`src/rtl/throttle_pkg.sv`:
```
// Purpose: shared defaults and the half-period helper for the pushbutton clock throttle.
// Latency: n/a (constants and a pure function only).
// Backpressure: n/a.
package throttle_pkg;

  localparam int unsigned DEF_BASE_DIV   = 25_000_000;  // level-0 half-period (1 Hz from 50 MHz)
  localparam int unsigned DEF_NUM_LEVELS = 8;
  localparam int unsigned DEF_LVL_W      = 3;

  // Half-period in core cycles for a given speed level; each level halves it.
  function automatic logic [31:0] half_period(input logic [31:0] level,
                                              input logic [31:0] base = DEF_BASE_DIV);
    return base >> level;
  endfunction

endpackage

```
`src/rtl/throttle_btn_edge.sv`:
```
// Purpose: synchronise an asynchronous, debounced button and emit a one-cycle rising-edge pulse.
// Latency: button sampled high at edge N -> o_pulse high between edges N+1 and N+2.
// Backpressure: none; one pulse per press however long the button is held.
// Ports: i_clk, i_rst_n (sync, active-low), i_btn (async level), o_pulse (1-cycle strobe).
module btn_edge (
  input  logic i_clk,
  input  logic i_rst_n,
  input  logic i_btn,
  output logic o_pulse
);

  logic r_s1;
  logic r_s2;
  logic r_s3;

  always_ff @(posedge i_clk) begin
    if (!i_rst_n) begin
      r_s1 <= 1'b0;
      r_s2 <= 1'b0;
      r_s3 <= 1'b0;
    end else begin
      r_s1 <= i_btn;
      r_s2 <= r_s1;
      r_s3 <= r_s2;
    end
  end

  assign o_pulse = r_s2 & ~r_s3;

endmodule

```
`src/rtl/throttle.sv`:
```
// Purpose: pushbutton-stepped divider producing a 50% duty slow_clk; each level doubles its rate.
// Latency: button high at edge N -> freq_num updated at edge N+2; slow_clk registered.
// Backpressure: none; simultaneous up/down presses cancel, out-of-range steps saturate.
// Ports: CLK_50, reset (sync, active-low), pb_freq_up/pb_freq_dn (async buttons),
//        slow_clk (divided square wave), freq_num (current speed level).
import throttle_pkg::*;

module throttle #(
  parameter int unsigned BASE_DIV   = DEF_BASE_DIV,
  parameter int unsigned NUM_LEVELS = DEF_NUM_LEVELS,
  parameter int unsigned LVL_W      = DEF_LVL_W
) (
  input  logic             CLK_50,
  input  logic             reset,
  input  logic             pb_freq_up,
  input  logic             pb_freq_dn,
  output logic             slow_clk,
  output logic [LVL_W-1:0] freq_num
);

  localparam int unsigned      CNT_W   = (BASE_DIV > 1) ? $clog2(BASE_DIV) : 1;
  localparam logic [LVL_W-1:0] MAX_LVL = LVL_W'(NUM_LEVELS - 1);

  logic [LVL_W-1:0] r_lvl;
  logic [CNT_W-1:0] r_cnt;
  logic             r_slow;

  logic             w_up;
  logic             w_dn;
  logic [LVL_W-1:0] w_lvl_nxt;
  logic             w_lvl_chg;
  logic [31:0]      w_half;
  logic [CNT_W-1:0] w_half_m1;

  btn_edge u_up (
    .i_clk   (CLK_50),
    .i_rst_n (reset),
    .i_btn   (pb_freq_up),
    .o_pulse (w_up)
  );

  btn_edge u_dn (
    .i_clk   (CLK_50),
    .i_rst_n (reset),
    .i_btn   (pb_freq_dn),
    .o_pulse (w_dn)
  );

  // Saturating step; both pulses together cancel out.
  always_comb begin
    w_lvl_nxt = r_lvl;
    if (w_up && !w_dn && (r_lvl != MAX_LVL)) begin
      w_lvl_nxt = r_lvl + LVL_W'(1);
    end else if (w_dn && !w_up && (r_lvl != '0)) begin
      w_lvl_nxt = r_lvl - LVL_W'(1);
    end
  end

  // Only a real level change restarts the divider; saturated presses leave it running.
  assign w_lvl_chg = (w_lvl_nxt != r_lvl);

  // half-1 always fits CNT_W bits even when half itself (BASE_DIV) needs one more.
  assign w_half    = half_period(32'(r_lvl), 32'(BASE_DIV));
  assign w_half_m1 = CNT_W'(w_half - 32'd1);

  always_ff @(posedge CLK_50) begin
    if (!reset) begin
      r_lvl  <= '0;
      r_cnt  <= '0;
      r_slow <= 1'b0;
    end else begin
      r_lvl <= w_lvl_nxt;
      if (w_lvl_chg) begin
        // slow_clk holds so the new rate starts with a full half-period, no runt.
        r_cnt <= '0;
      end else if (r_cnt == w_half_m1) begin
        r_cnt  <= '0;
        r_slow <= ~r_slow;
      end else begin
        r_cnt <= r_cnt + CNT_W'(1);
      end
    end
  end

  assign slow_clk = r_slow;
  assign freq_num = r_lvl;

endmodule

```
`config.mk`:
```
export PLATFORM = sky130hd
export DESIGN_NAME = throttle
export DESIGN_NICKNAME = d
export VERILOG_FILES = /design/src/rtl/throttle_pkg.sv /design/src/rtl/throttle_btn_edge.sv /design/src/rtl/throttle.sv
export SDC_FILE = /design/constraint.sdc
export NUM_CORES = 1
export LEC_CHECK = 0
export CAP_MARGIN = 20
export CORE_ASPECT_RATIO = 1.1
export CORE_MARGIN = 3
export CORE_UTILIZATION = 30
export CTS_CLUSTER_SIZE = 24
export DETAILED_ROUTE_END_ITERATION = 16
export HOLD_SLACK_MARGIN = 0.05
export PLACE_DENSITY = 0.52
export SLEW_MARGIN = 10
export SYNTH_ARGS = -nofsm -noshare
export SYNTH_HDL_FRONTEND = slang
export SYNTH_SLANG_ARGS = --single-unit
```
`constraint.sdc`:
```
create_clock -name CLK_50 -period 9.4 [get_ports CLK_50]
set_input_delay 1.88 -clock CLK_50 [delete_from_list [all_inputs] [get_ports CLK_50]]
set_output_delay 1.88 -clock CLK_50 [all_outputs]
set_load 0.02 [all_outputs]
```
# Yosys cells after proc, flatten, opt, wreduce, memory -nomap -nowiden
# Index checks and enable logic that the tools add are counted.
[classes] addsub=4 mul=0 div=0 n_lt_le_gt_ge=0 eq_ne=3 shift=1 n_mux=2 n_bitwise=7 n_reduce_logical=9
[op_table] operator="25-bit by 1-bit adder with 25-bit output (second input constant)" count=1
[op_table] operator="25-bit equality test" count=1
[op_table] operator="25-bit by 3-bit right shift with 25-bit output (first input constant)" count=1
[op_table] operator="25-bit by 1-bit subtractor with 25-bit output (second input constant)" count=1
[op_table] operator="3-bit 2-to-1 mux" count=2
[op_table] operator="1-bit inverter" count=5
[op_table] operator="1-bit logical AND" count=4
[op_table] operator="3-bit by 1-bit adder with 3-bit output (second input constant)" count=1
[op_table] operator="3-bit inequality test" count=1
[op_table] operator="3-bit inequality test (second input constant)" count=1
[op_table] operator="3-bit nonzero test" count=1
[op_table] operator="3-bit OR reduction" count=1
[op_table] operator="3-bit by 1-bit subtractor with 3-bit output (second input constant)" count=1
[op_table] operator="1-bit AND" count=2
[op_table] operator="1-bit logical NOT" count=2
[op_table] operator="2-bit AND reduction" count=1
[totals] regBits=35 latchBits=0 mem_bits_rw=0 mem_bits_ro=0 inputBits=4 output_inout_bits=4 wordCells=35 mem_count=0

# Logic depth before layout (Yosys ltp)
# Gate-level depths: netlist of the first run.
[depth] depth_word=10 mapped_depth=14 depth_no_buf=11

# By module
# From an unflattened synthesis of the first run, not the netlist that was laid out.
[hier_totals] hier_cells=291 hier_area_um2=2458.6
[modules_own_cells] module="throttle" instances=1 cells_per_inst=277 area_each_um2=2273.4 seq_area_each_um2=580.6
[modules_own_cells] module="btn_edge" instances=2 cells_per_inst=7 area_each_um2=92.6 seq_area_each_um2=60.1

# Worst setup path before layout of the first run
# Ideal clock, no wire load.
[synth_timing] kind="flip-flop to flip-flop" start="reg r_lvl[0] (netlist: freq_num[0])" end="reg r_cnt[16]" setup_ps=132 t_arrival_ps=2994 t_required_ps=9268 slack_ps=6274 path_stages_with_launch=13 n_path_buf=3 synth_period_minus_slack_ps=3126 cell_sequence="dfxtp_1 inv_1 ha_1 clkbuf_1 nand2_1 ha_1 o211ai_1 or4_1 a2111oi_2 and4_1 buf_4 buf_4 nor3_1"
[synth_between] elab_chain_cells=6 elab_cells_between_ends=13 cone_classes="3 x add/sub; 3 x eq/ne; 1 x shift; 2 x mux; 4 x reduce/logical"
[synth_lines] item="from (decl)" line="throttle.sv:24" text="logic [LVL_W-1:0] r_lvl;"
[synth_lines] item="from (signal assigned)" line="throttle.sv:72" text="r_lvl <= w_lvl_nxt;"
[synth_lines] item="parallel branches: the longest is 5 deep, another holds 25-bit by 1-bit subtractor with 25-bit output"
[synth_lines] item="3-bit OR reduction (no source line) (*)"
[synth_lines] item="to (signal assigned)" line="throttle.sv:80" text="r_cnt <= r_cnt + CNT_W'(1);"
[synth_lines] item="to (decl)" line="throttle.sv:25" text="logic [CNT_W-1:0] r_cnt;"
# Every way passes the cells marked *.
# A chain may end at the register's enable or synchronous reset.

# Final worst setup path of the first run
[layout_timing] start="reg r_lvl[0] (netlist: freq_num[0])" end="reg r_cnt[4]"
# Same word-level chain as after synthesis.

==> results of run 1 <==
## stage by stage
step / worst slack, ps / area, µm² / cells
after global routing: 5271 / 2763 / 415
after CTS: 5489 / 2763 / 415
final: 5521 / 2763 / 415
after detailed placement: 5501 / 2650 / 407
after global placement: 5651 / 2650 / 407
after floorplan: 6274 / 2515 / 306
## cells by family after synthesis
family	after synthesis	synth area share, %
and+or+nand+nor	142	31.59
AOI/OAI and AO/OA	43	12.39
xor gates and xnor gates	38	13.23
DFF	35	27.86
buffers and inverters	27	5.025
adders and majority gates	15	7.463
muxes	6	2.438
## metal layers
metal | vias to the layer above | part of all wire (%) | global-route usage [%]
li1 | 1100 | - | -
met1 | 1018 | 46 | 17.90
met2 | 36 | 48 | 22.44
met3 | 9 | 3.8 | 2.798
met4 | 0 | 1.9 | 5.073
met5 | - | 0 | 0
## worst register-to-register path, stage by stage, from the launching register on
cell and delay [ps]:
dfxtp_1 550, inv_1 180, ha_1 400, nand2_1 140, ha_1 290, o211ai_1 160
or4_1 560, a2111oi_2 340, and4_1 870, and4b_1 290
## worst max path at each step
stage,from,to,slack [ps],depth (start not counted)
after floorplan,freq_num[0],r_cnt[16],6270,12
after global placement,freq_num[0],r_cnt[4],5650,9
after detailed placement,freq_num[0],r_cnt[4],5500,9
after CTS,freq_num[0],r_cnt[4],5490,9
after global routing,freq_num[1],r_cnt[4],5270,10
final,freq_num[0],r_cnt[4],5520,9
## cells in the mapped netlist (2+ instances only)
master / instances / area [µm²]
a211o_1: 2 / 17.52
a211oi_1: 2 / 15.01
a21boi_0: 3 / 22.52
a21oi_1: 5 / 25.02
and2_1: 9 / 56.30
and3_1: 5 / 31.28
and3b_1: 2 / 17.52
and4_1: 3 / 26.28
and4b_1: 2 / 20.02
buf_2: 2 / 10.01
buf_4: 4 / 30.03
clkbuf_1: 9 / 33.78
dfxtp_1: 35 / 700.7
ha_1: 15 / 187.7
inv_1: 11 / 41.29
mux2i_1: 5 / 50.05
nand2_1: 22 / 82.58
nand2b_1: 5 / 31.28
nand3_1: 12 / 60.06
nand4_1: 8 / 50.05
nor2_1: 22 / 82.58
nor2b_1: 7 / 43.79
nor3_1: 28 / 140.1
nor4b_1: 2 / 17.52
nor4bb_1: 4 / 40.04
o2111ai_1: 4 / 35.03
o21a_1: 3 / 22.52
o21ai_0: 11 / 55.05
o311a_1: 2 / 20.02
o32ai_1: 2 / 17.52
or3_1: 2 / 12.51
or4_1: 2 / 15.01
xnor2_1: 26 / 227.7
xor2_1: 12 / 105.1
## flip-flops by register name (all words and copies together) (netlist names)
signal / count
slow_clk: 1
u_up.r_s1: 1
u_dn.r_s3: 1
u_dn.r_s1: 1
freq_num: 3
u_up.r_s3: 1
r_cnt: 25
u_dn.r_s2: 1
u_up.r_s2: 1
## cell type report
cell class / instances / area (µm²)
clock inverter: 3 / 43.79
multi-input combinational: 244 / 1688
timing repair buffer: 9 / 85.08
sequential: 35 / 700.7
clock buffer: 5 / 68.82
tap: 108 / 135.1
inverter: 11 / 41.29
fill: 843 / 5278
## cells in the final DEF (no fill, tap or decap), types with 3 or more instances in the layout
master,n
and4_1,3
xor2_1,12
o21a_1,3
clkbuf_8,5
nor4bb_1,4
nor2b_1,7
nand2b_1,5
nor2_1,22
a21boi_0,3
nand2_1,22
nand3_1,12
nor3_1,28
ha_1,15
dfxtp_1,35
a21oi_1,5
nand4_1,8
clkdlybuf4s50_1,7
and2_1,9
mux2i_1,5
o21ai_0,11
inv_1,11
and3_1,5
o2111ai_1,4
xnor2_1,26
## where the power goes
part / internal [mW] / leakage [nW] / switching [mW]
clock network: 0.0791 / 0.0581 / 0.0629
registers: 0.153 / 0.284 / 0.00966
logic: 0.0747 / 0.574 / 0.107
==> flow_summary.json, run 1 <==
{
  "worst-path-buf-inv": 1,
  "grt_use_total_pct": 13.73,
  "fin_util_pct": 34.36,
  "setup_viol": 0,
  "fin_skew_ps": 8.017,
  "drive_gt1_share_pct": 4.886,
  "cts_max_path_buffers": 2,
  "crit_arrival_ps": 4070,
  "min_path_cells": 1,
  "place_congestion": 0.8470,
  "cp_common_cell": "ha_1",
  "tightest_slew_ps": 930.6,
  "powerDensity_nw_per_um2": 176.1,
  "clk_pin_slew_ps": 80,
  "peakVddDrop_uv": 115.4,
  "dpl.hpwl_um": 4500,
  "drt-initial-drc-count": 113,
  "areaGrowthSynthToFinish_pct": 9.851,
  "fmax_mhz": 257.8,
  "finalCritPeriodShare_pct": 41.27,
  "fp.dieH_um": 102.0,
  "rsz0062_at_grt": "false",
  "crit_slowest_cell": "and4_1",
  "grt_pass1_vias": 2019,
  "antenna_cells": 0,
  "drt_wl_total_um": 6180,
  "slowest_delay_ps": 870,
  "crit_fanout": 25,
  "yosysUniqueCellTypes": 52,
  "num_rows": 34,
  "cts_tree": "built",
  "grt_overflow": 0,
  "dieArea_um2": 9519,
  "slew_headroom_pct": 37.96,
  "clock-sinks": 35,
  "clk_latency_ps": 300,
  "startpoint_type": "flip-flop",
  "coreArea_um2": 8040,
  "finalHoldViolations": 0,
  "end_kind": "flip-flop",
  "synth-main-ff-cell": "dfxtp_1",
  "cts_buffers": 5,
  "synth-seq-cells": 35,
  "synth_nets": 325,
  "initial_core_util_pct": 31.28,
  "fin_tns_setup_ps": 0,
  "finalPower_mw": 0.4865,
  "drtAntennaViolNets": 0,
  "r2r_setup_slack_ps": 5520,
  "grt_start_max_net_pins": 43,
  "synth_enable_flop_cells": 0,
  "worstReg2RegStart": "freq_num[0]",
  "dr.pass1.iters": 4,
  "io_pins": 8,
  "grt_pass1_wl_um": 10290,
  "r2r_cells": 9,
  "wire_per_inst_um": 14.89,
  "ys_seq_area_share_pct": 27.86,
  "postCtsHoldBufs": 0,
  "synth_cells": 306,
  "drc": 0,
  "vias": 2163,
  "fin_hold_ws_ps": 441.4,
  "worstHoldStart": "u_dn.r_s2",
  "min_to": "u_dn.r_s3",
  "final_max_slew_viol_count": 0,
  "finalCriticalPeriod_ps": 3879,
  "syn_area_um2": 2515,
  "postCtsResizedCells": 0,
  "cts-htree-levels": 2,
  "drv_cap": 0,
  "crit_family": "simple AND/OR/NAND/NOR gates",
  "antenna_found_initial": 0,
  "synth_warnings": 0,
  "clk_root_buffer_cell": "clkbuf_8",
  "fin_nets": 325,
  "reg2reg_to": "r_cnt[4]",
  "synth.avg_cell_area_um2": 8.219,
  "cp_data_required_time_ps": 9590,
  "post_cts_buffers": 0,
  "worstPathCellList": "inv_1, ha_1, nand2_1, ha_1, o211ai_1, or4_1, a2111oi_2, and4_1, and4b_1",
  "via_per_inst": 5.212,
  "crit_type": "flip-flop to flip-flop",
  "die_w_um": 93.30,
  "power.leakage_nw": 0.9157,
  "status": "finished clean",
  "hp-class": "flip-flop to flip-flop",
  "async_flop_share_pct": 0,
  "port-buffer-count": 7
}
Power figures use the tool's default switching activity.
==> inputs of run 2 (changes only) <==
==> constraint.sdc (replaced) <==
create_clock -name CLK_50 -period 3.8 [get_ports CLK_50]
set_input_delay 0.76 -clock CLK_50 [delete_from_list [all_inputs] [get_ports CLK_50]]
set_output_delay 0.76 -clock CLK_50 [all_outputs]
set_load 0.02 [all_outputs]
==> flow_summary.json, run 2 (synthesis gave the netlist of run 1 again) <==
{
  "io_pins": 8,
  "tightest_slew_ps": 623.8,
  "dpl.hpwl_um": 4679,
  "coreArea_um2": 8040,
  "cts_max_path_buffers": 2,
  "crit_type": "flip-flop to flip-flop",
  "clk_pin_slew_ps": 80,
  "clock-sinks": 35,
  "clk_root_buffer_cell": "clkbuf_8",
  "cp_data_required_time_ps": 3990,
  "crit_arrival_ps": 3530,
  "drtAntennaViolNets": 0,
  "startpoint_type": "flip-flop",
  "port-buffer-count": 7,
  "r2r_setup_slack_ps": 460,
  "hp-class": "flip-flop to flip-flop",
  "setup_viol": 0,
  "cts_buffers": 5,
  "finalCriticalPeriod_ps": 3339,
  "initial_core_util_pct": 31.28,
  "grt_pass1_vias": 2054,
  "drt-initial-drc-count": 89,
  "final_max_slew_viol_count": 0,
  "crit_start": "freq_num[1]",
  "post_cts_buffers": 0,
  "finalCritPeriodShare_pct": 87.87,
  "num_rows": 34,
  "areaGrowthSynthToFinish_pct": 11.84,
  "fmax_mhz": 299.5,
  "finalPower_mw": 1.210,
  "postCtsResizedCells": 0,
  "wire_per_inst_um": 15.22,
  "grt_start_max_net_pins": 26,
  "min_path_cells": 1,
  "fin_nets": 330,
  "drc": 0,
  "slew_headroom_pct": 58.31,
  "grt_pass1_wl_um": 10460,
  "drt_wl_total_um": 6394,
  "via_per_inst": 5.202,
  "die_w_um": 93.30,
  "grt_use_total_pct": 14.06,
  "drv_cap": 0,
  "largest_reg_flops": 25,
  "cts-htree-levels": 2,
  "antenna_found_initial": 0,
  "fin_tns_setup_ps": 0,
  "fin_skew_ps": 12.66,
  "cts_tree": "built",
  "finalHoldViolations": 0,
  "power.leakage_nw": 0.9453,
  "place_congestion": 0.8762,
  "rsz0062_at_grt": "false",
  "powerDensity_nw_per_um2": 430.3,
  "final_common_cell": "dfxtp_1",
  "fp.dieH_um": 102.0,
  "vias": 2185,
  "postCtsHoldBufs": 0,
  "r2r_cells": 10,
  "final_cell_mix": "35 x dfxtp_1, 28 x nor3_1, 26 x xnor2_1",
  "regMostFlops": "r_cnt",
  "endpoint": "r_cnt[4]",
  "crit_fanout": 25,
  "antenna_cells": 0,
  "end_kind": "flip-flop",
  "grt_overflow": 0,
  "peakVddDrop_uv": 175.7,
  "reg2reg_to": "r_cnt[4]",
  "clk_latency_ps": 300,
  "worstReg2RegStart": "freq_num[1]",
  "fin_util_pct": 34.98,
  "dieArea_um2": 9519,
  "dr.pass1.iters": 4,
  "drive_gt1_share_pct": 6.410,
  "status": "finished clean"
}
-- run 2: final cells by class --
| type | count | area [µm²] |
|---|---|---|
| timing repair buffer | 14 | 135.1 |
| sequential | 35 | 700.7 |
| inverter | 11 | 41.29 |
| tap | 108 | 135.1 |
| clock buffer | 5 | 68.82 |
| multi-input combinational | 244 | 1688 |
| clock inverter | 3 | 43.79 |
| fill | 821 | 5228 |
-- run 2: where the power goes --
part	leakage, nW	total [mW]	internal, mW	switching, mW
registers	0.284	0.403	0.379	0.0236
logic	0.603	0.458	0.191	0.268
clock network	0.0581	0.349	0.195	0.153
-- run 2: critical path: stages, from the launching register on --
cell       delay, ps
dfxtp_1          560
inv_1            200
ha_1             340
nand2_1          110
ha_1             260
o211ai_1         170
or4_1            560
a2111oi_2        350
and4_1           300
buf_12           180
and4b_1          200
-- run 2: worst min-delay path by stage --
stage	start	endpoint
2_1_floorplan	u_dn.r_s1	u_dn.r_s2
3_3_place_gp	u_up.r_s1	u_up.r_s2
5_1_grt	u_up.r_s1	u_up.r_s2
3_5_place_dp	u_up.r_s1	u_up.r_s2
4_1_cts	u_dn.r_s1	u_dn.r_s2
6_report	u_dn.r_s1	u_dn.r_s2
-- run 2: per-layer routing --
layer / vias up / GRT usage [%] / share of wire, %
li1: 1100 / - / -
met1: 1036 / 17.52 / 47
met3: 15 / 2.872 / 2.5
met5: - / 0 / 0
met2: 34 / 23.60 / 48
met4: 0 / 5.975 / 2.4
-- run 2: per-stage QoR --
step           instance area, µm²  std cells  worst slack (ps)  hold slack, ps
2_1_floorplan                2515        306             674.0           411.9
3_3_place_gp                 2700        412             410.9           414.6
3_5_place_dp                 2700        412             452.9           423.5
4_1_cts                      2813        420             426.6           443.4
5_1_grt                      2813        420             242.4           456.1
6_report                     2813        420             461.0           433.0
==> inputs of run 3 (changes only) <==
--- a/config.mk
+++ b/config.mk
@@ -11,8 +11,10 @@
 export CORE_UTILIZATION = 30
 export CTS_CLUSTER_SIZE = 24
 export DETAILED_ROUTE_END_ITERATION = 16
+export GPL_TIMING_DRIVEN = 0
 export HOLD_SLACK_MARGIN = 0.05
 export PLACE_DENSITY = 0.52
+export REMOVE_ABC_BUFFERS = 1
 export SLEW_MARGIN = 10
 export SYNTH_ARGS = -nofsm -noshare
 export SYNTH_HDL_FRONTEND = slang
==> flow_summary.json, run 3 (synthesis gave the netlist of run 1 again) <==
{
  "status": "finished clean",
  "tightest_slew_ps": 799.5,
  "intPower_mw": 0.7288,
  "fin_skew_ps": 6.309,
  "cts_max_path_buffers": 2,
  "hp-class": "flip-flop to flip-flop",
  "power_frac_comb_pct": 37.4,
  "coreArea_um2": 8040,
  "clock-sinks": 35,
  "crit_slowest_cell": "dfxtp_1",
  "largest_reg_flops": 25,
  "antenna_cells": 0,
  "worstPathCellList": "inv_1, ha_1, nand2_1, ha_1, o211ai_1, or4_1, a2111oi_2, and4_4, and4b_1",
  "crit_fanout": 25,
  "p_clk_share_pct": 27.1,
  "antenna_found_initial": 0,
  "fp.dieH_um": 102.0,
  "grt_pass1_vias": 2007,
  "postCtsHoldBufs": 0,
  "grt_start_max_net_pins": 46,
  "dpl.hpwl_um": 4193,
  "clk_root_buffer_cell": "clkbuf_8",
  "final_cell_mix": "34 x dfxtp_1, 28 x nor3_1, 26 x xnor2_1",
  "swShare_pct": 37.35,
  "cp_data_required_time_ps": 3990,
  "peakVddDrop_uv": 168.3,
  "drt-initial-drc-count": 105,
  "power.leakage_nw": 0.8982,
  "slew_headroom_pct": 46.70,
  "drive_gt1_share_pct": 5.246,
  "cts_buffers": 5,
  "crit_arrival_ps": 3720,
  "clk_latency_ps": 290,
  "seqPwrFrac_pct": 35.5,
  "grt_overflow": 0,
  "die_w_um": 93.30,
  "fin_ws_ps": 275.7,
  "setup_viol": 0,
  "startpoint_type": "flip-flop",
  "cts_tree": "built",
  "final_common_cell": "dfxtp_1",
  "drc": 0,
  "num_rows": 34,
  "place_congestion": 0.7837,
  "finalHoldViolations": 0,
  "wire_per_inst_um": 14.35,
  "n_fill_cell": 875,
  "final_max_slew_viol_count": 0,
  "drv_cap": 0,
  "powerDensity_nw_per_um2": 423.8,
  "grt_use_total_pct": 13.40,
  "finalCritPeriodShare_pct": 92.74,
  "io_pins": 8,
  "crit_type": "flip-flop to flip-flop",
  "post_cts_buffers": 0,
  "areaGrowthSynthToFinish_pct": 9.154,
  "drt_wl_total_um": 5927,
  "initial_core_util_pct": 31.28,
  "slowest_delay_ps": 570,
  "end_kind": "flip-flop",
  "dr.pass1.iters": 4,
  "dieArea_um2": 9519,
  "fin_nets": 323,
  "p_sw_mw": 0.4346,
  "place_ws_ps": -233.0,
  "clk_pin_slew_ps": 80,
  "fin_tns_setup_ps": 0,
  "regMostFlops": "r_cnt",
  "cp_common_cell": "ha_1",
  "port-buffer-count": 7,
  "finalCriticalPeriod_ps": 3524,
  "via_per_inst": 5.148,
  "grt_pass1_wl_um": 10100,
  "cts-htree-levels": 2,
  "drtAntennaViolNets": 0,
  "fmax_mhz": 283.7,
  "vias": 2126,
  "rsz0062_at_grt": "false"
}
run 3: power by group through the flow:
stage | Combinational [mW] | Sequential [mW] | Clock [mW]
2_1_floorplan | 0.323 | 0.419 | 0
3_3_place_gp | 0.431 | 0.423 | 0
3_5_place_dp | 0.434 | 0.422 | 0
4_1_cts | 0.435 | 0.414 | 0.329
5_1_grt | 0.489 | 0.417 | 0.345
6_report | 0.435 | 0.413 | 0.315
run 3: worst paths after layout:
check,slack [ps],end,startpoint,depth (start not counted)
setup / recovery,280,r_cnt[4],freq_num[1],9
hold reg to reg,440,u_dn.r_s2,u_dn.r_s1,1
hold / removal,440,u_dn.r_s2,u_dn.r_s1,1
setup reg to reg,280,r_cnt[4],freq_num[1],9
run 3: area by class of cell:
cell class                 instances  area (µm²)  area share, %
multi-input combinational        244        1693          61.67
sequential                        35       701.9          25.57
tap                              108       135.1          4.923
clock buffer                       7       96.34          3.510
timing repair buffer               7       70.07          2.552
inverter                          11       41.29          1.504
clock inverter                     1       7.507         0.2735
run 3: layer usage:
layer	global-route usage, %	share of wire (%)
met2	22.33	48
met5	0	0
met4	4.735	1.8
met1	17.58	48
met3	2.135	2.4
run 3: critical path: cells and delay by family, from the launching register on:
family	cells	cell delay, ps
buffers and inverters	1	220
and+or+nand+nor	4	1400
adders and majority gates	2	650
DFF	1	570
AOI/OAI and AO/OA	2	550
run 3: timing repair:
action,CTS,global route
setup endpoints to repair,25,25
pin swaps,0,1
gates resized for setup,1,2
run 3: through the flow:
stage | total power [mW] | cell area (µm²) | instances | hold WS, ps | utilization (%)
2_1_floorplan | 0.7425 | 2430 | 290 | 411.8 | -
3_3_place_gp | 0.8534 | 2635 | 405 | 412.8 | 32.77
3_5_place_dp | 0.8566 | 2636 | 405 | 418.7 | 32.79
4_1_cts | 1.178 | 2741 | 413 | 438.3 | 34.10
5_1_grt | 1.251 | 2745 | 413 | 478.4 | 34.14
6_report | 1.163 | 2745 | 413 | 435.4 | 34.14
